===== config.mk =====
export PLATFORM = sky130hd
export DESIGN_NAME = ttl_74161
export DESIGN_NICKNAME = d
export VERILOG_FILES = /design/src/rtl/ttl_74161.sv
export SDC_FILE = /design/constraint.sdc
export NUM_CORES = 1
export LEC_CHECK = 0
export BUFFER_PORTS_ARGS = -buffer_cell sky130_fd_sc_hd__buf_4
export CAP_MARGIN = 20
export CELL_PAD_IN_SITES_DETAIL_PLACEMENT = 1
export CELL_PAD_IN_SITES_GLOBAL_PLACEMENT = 1
export CORE_AREA = 8 8 45 47
export CTS_CLUSTER_DIAMETER = 30
export DETAILED_ROUTE_END_ITERATION = 7
export DIE_AREA = 0 0 53 55
export PLACE_DENSITY = 0.45
export SLEW_MARGIN = 5
export SYNTH_ARGS = -nofsm -noshare
export SYNTH_HDL_FRONTEND = slang
export SYNTH_SLANG_ARGS = --single-unit

===== constraint.sdc =====
create_clock -name Clk -period 3.15 [get_ports Clk]
set_input_delay 0.63 -clock Clk [delete_from_list [all_inputs] [get_ports Clk]]
set_output_delay 0.63 -clock Clk [all_outputs]
set_load 0.05 [all_outputs]

===== src/rtl/ttl_74161.sv =====
// 74161-style synchronous presettable binary counter with asynchronous active-low clear.
// RCO flags terminal count gated by ENT, so stages cascade via RCO -> ENT.
module ttl_74161 #(
    parameter int WIDTH      = 4,
    parameter int DELAY_RISE = 0,
    parameter int DELAY_FALL = 0
) (
    input  logic             Clk,
    input  logic             Clear_bar,
    input  logic             Load_bar,
    input  logic             ENP,
    input  logic             ENT,
    input  logic [WIDTH-1:0] D,
    output logic [WIDTH-1:0] Q,
    output logic             RCO
);

    logic [WIDTH-1:0] count_q;
    logic [WIDTH-1:0] count_d;
    logic             rco_d;

    // Load beats counting; counting needs both enables; otherwise hold.
    always_comb begin
        count_d = count_q;
        if (!Load_bar) begin
            count_d = D;
        end else if (ENP && ENT) begin
            count_d = count_q + WIDTH'(1);
        end
    end

    always_ff @(posedge Clk or negedge Clear_bar) begin
        if (!Clear_bar) begin
            count_q <= '0;
        end else begin
            count_q <= count_d;
        end
    end

    // Purely combinational so RCO follows ENT without waiting for a clock.
    assign rco_d = ENT & (&count_q);

    generate
        if (DELAY_RISE == 0 && DELAY_FALL == 0) begin : g_nodly
            assign Q   = count_q;
            assign RCO = rco_d;
        end else begin : g_dly
            assign #(DELAY_RISE, DELAY_FALL) Q   = count_q;
            assign #(DELAY_RISE, DELAY_FALL) RCO = rco_d;
        end
    endgenerate

endmodule


==> metrics.txt <==
Reg clk slew, reported paths=around 0.04 ns; clock share of power=33.2%; synthesized area per cell=~9.5 um2; CP Class=reg -> out; CTS HTree Levels=1; die footprint=approximately 0.0029 mm2; Ant. Diodes=0; CP arrival=1.28 ns; reg2reg path depth=3; CTS resizes=0; ANT nets after route=0; largest family of logic cells by synthesized area=simple AND/OR/NAND/NOR gates; initial antenna violation count=0; #FFs+latches synth=4; Final Hold Fails=0; Worst EP required=roughly 2.5 ns; post-synthesis mux area share=around 4.6%; gate count of the mapped netlist=23; fin. max-slew vios=0; Ports=14; Netlist cell types=13; CTS tree=yes; Tot GR Track Use=5.10%; CTS sink cnt=4; synthesis-to-layout area growth=62.6%; maximum clock path buffer count=2; share of cells above drive strength 1=between 40% and 50%; DRT Wirelength=637 um; Achievable Freq=0.523 GHz; static leakage=0.166 nW; I/O Buffers=13; Setup TNS Final=0 ns; CP Buf/Inv Count=1; Reg power frac=33.8%; VDD IR-drop max=about 290 uV; via/cell ratio=between 4 and 5; relative slew slack=a little under 90%; WL/cell=approximately 12 um; Place WS=about 1.4 ns; worst min-delay path class=in -> async; post-synthesis adder-cell area fraction=approximately 5.7%; status=finished clean; reg-to-reg startpoint=Q[0]; Synth Warn #=0; Cell Area, Synth=218 um2; root buffer selected by CTS=clkbuf_4; vias in the first global route=around 250; Worst Tran Pin Value=~0.18 ns; Post-Synth Simple-Gate Area=21.8%; XOR/XNOR Fraction of Synth Area=about 8.0%; Site Rows=14; Congestion Overflow GR=0; WP depth=3; first-pass GRT wire length=1050 um; Setup Fix Bufs, Post-CTS=0; post-layout worst setup margin=about 1.2 ns; RSZ-0062 raised after global routing=false; Psw=0.0663 mW; vias=229; CP endpoint kind=primary output; Die Y=around 55 um; Pre-antenna DRT Iters=3; commonest non-fill, non-tap cells in the layout=13 x buf_4, 4 x dfrtp_1, 4 x nor2_1; max cap viols=0; worst path cell trace=ha_1 > and4_2 > buf_4; Fill cells=about 170; setup violators final=0; cell with the largest stage delay on the worst path=dfrtp_1; Die W=53 um; Gate power share=around 33%; critical path's top delay family=flip-flops; Compound-Gate Fraction of Synth Area=around an eighth; Net Sw Frac=around a third; Worst path max stage delay=between 0.4 and 0.5 ns; commonest non-fill, non-tap cell in the layout=buf_4; startpoint types=flip-flop; largest net degree at the start of global routing=9; # DRC=0; Max Clock Skew=around 0.00025 ns; Critical Path Start=Q[0]; register area share after synthesis=46.0%; Syn Nets=33; Tcrit/Tclk final=60.8%; Clock Latency Late Sink=roughly 0.23 ns; Starting DRT DRC Count=4; TritonCTS Buffers=3; final worst path period need=roughly 1.9 ns; starting density of the core=~16%; core region area=0.00138 mm2; max reg flops=4; critical path peak fanout=4; Pint=roughly 0.12 mW; Final nets=50; # hold bufs at CTS=0; RePlAce Congestion=just under 0.7; PD cells=roughly 540 mW/mm2
-- logic make-up (layout without fill, tap and decap cells) --
logic type                 count (synthesis)  after routing
DFF                                        4              4
AOI/OAI and AO/OA                          5              5
muxes                                      1              1
and+or+nand+nor                            9              9
xor gates and xnor gates                   2              2
buffers and inverters                      1             16
adders and majority gates                  1              1
-- Yosys cell counts --
master	instances	area [um2]
a31oi_1	1	6.26
and4_2	1	10.0
a21oi_1	3	15.0
nand3_1	2	10.0
nor2_1	4	15.0
or3_1	1	6.26
ha_1	1	12.5
clkbuf_1	1	3.75
nand2_2	1	6.26
dfrtp_1	4	100
mux2i_1	1	10.0
o21ai_0	1	5.00
xor2_1	2	17.5
-- per-stage QoR --
step                      area, um2  util (%)  power, mW  hold WS (ns)  cells
after floorplan                 218         -      0.103         0.334     23
after global placement          332      24.0      0.128         0.430     51
after detailed placement        332      24.0      0.129         0.431     51
after CTS                       354      25.6      0.195         0.180     54
after global routing            354      25.6      0.204         0.178     54
final                           354      25.6      0.190         0.187     54
-- per-layer routing --
metal  GRT usage, %  routed length, um  up-vias  share of wire [%]
met3           5.08                106        0                 17
met4           1.29                  0        0                  0
met5              0                  0        -                  0
met1           5.05                249      102                 39
met2           7.42                281       13                 44
li1               -                  -      114                  -
-- power groups by stage --
stage	registers, mW	clock network (mW)	logic [mW]
after CTS	0.0645	0.0665	0.0640
after detailed placement	0.0651	0	0.0637
final	0.0643	0.0632	0.0628
after global placement	0.0649	0	0.0630
after global routing	0.0658	0.0692	0.0689
after floorplan	0.0854	0	0.0180
-- cell type report --
type | instances | area [um2] | area share [%]
Clock buffer | 3 | 22.5 | 6.36
Multi-Input combinational cell | 18 | 114 | 32.2
Sequential cell | 4 | 100 | 28.3
Tap cell | 16 | 20.0 | 5.65
Timing Repair Buffer | 13 | 97.6 | 27.6
-- final timing paths --
check	slack, ns	endpoint
worst min-delay path	0.19	Q[3]
min in group Clk	0.61	Q[3]
worst max-delay path	1.24	RCO
worst min register to register	0.61	Q[3]
max in group asynchronous	2.86	Q[1]
worst max register to register	2.07	Q[3]
No activity file was read; power rests on OpenSTA's default activity.
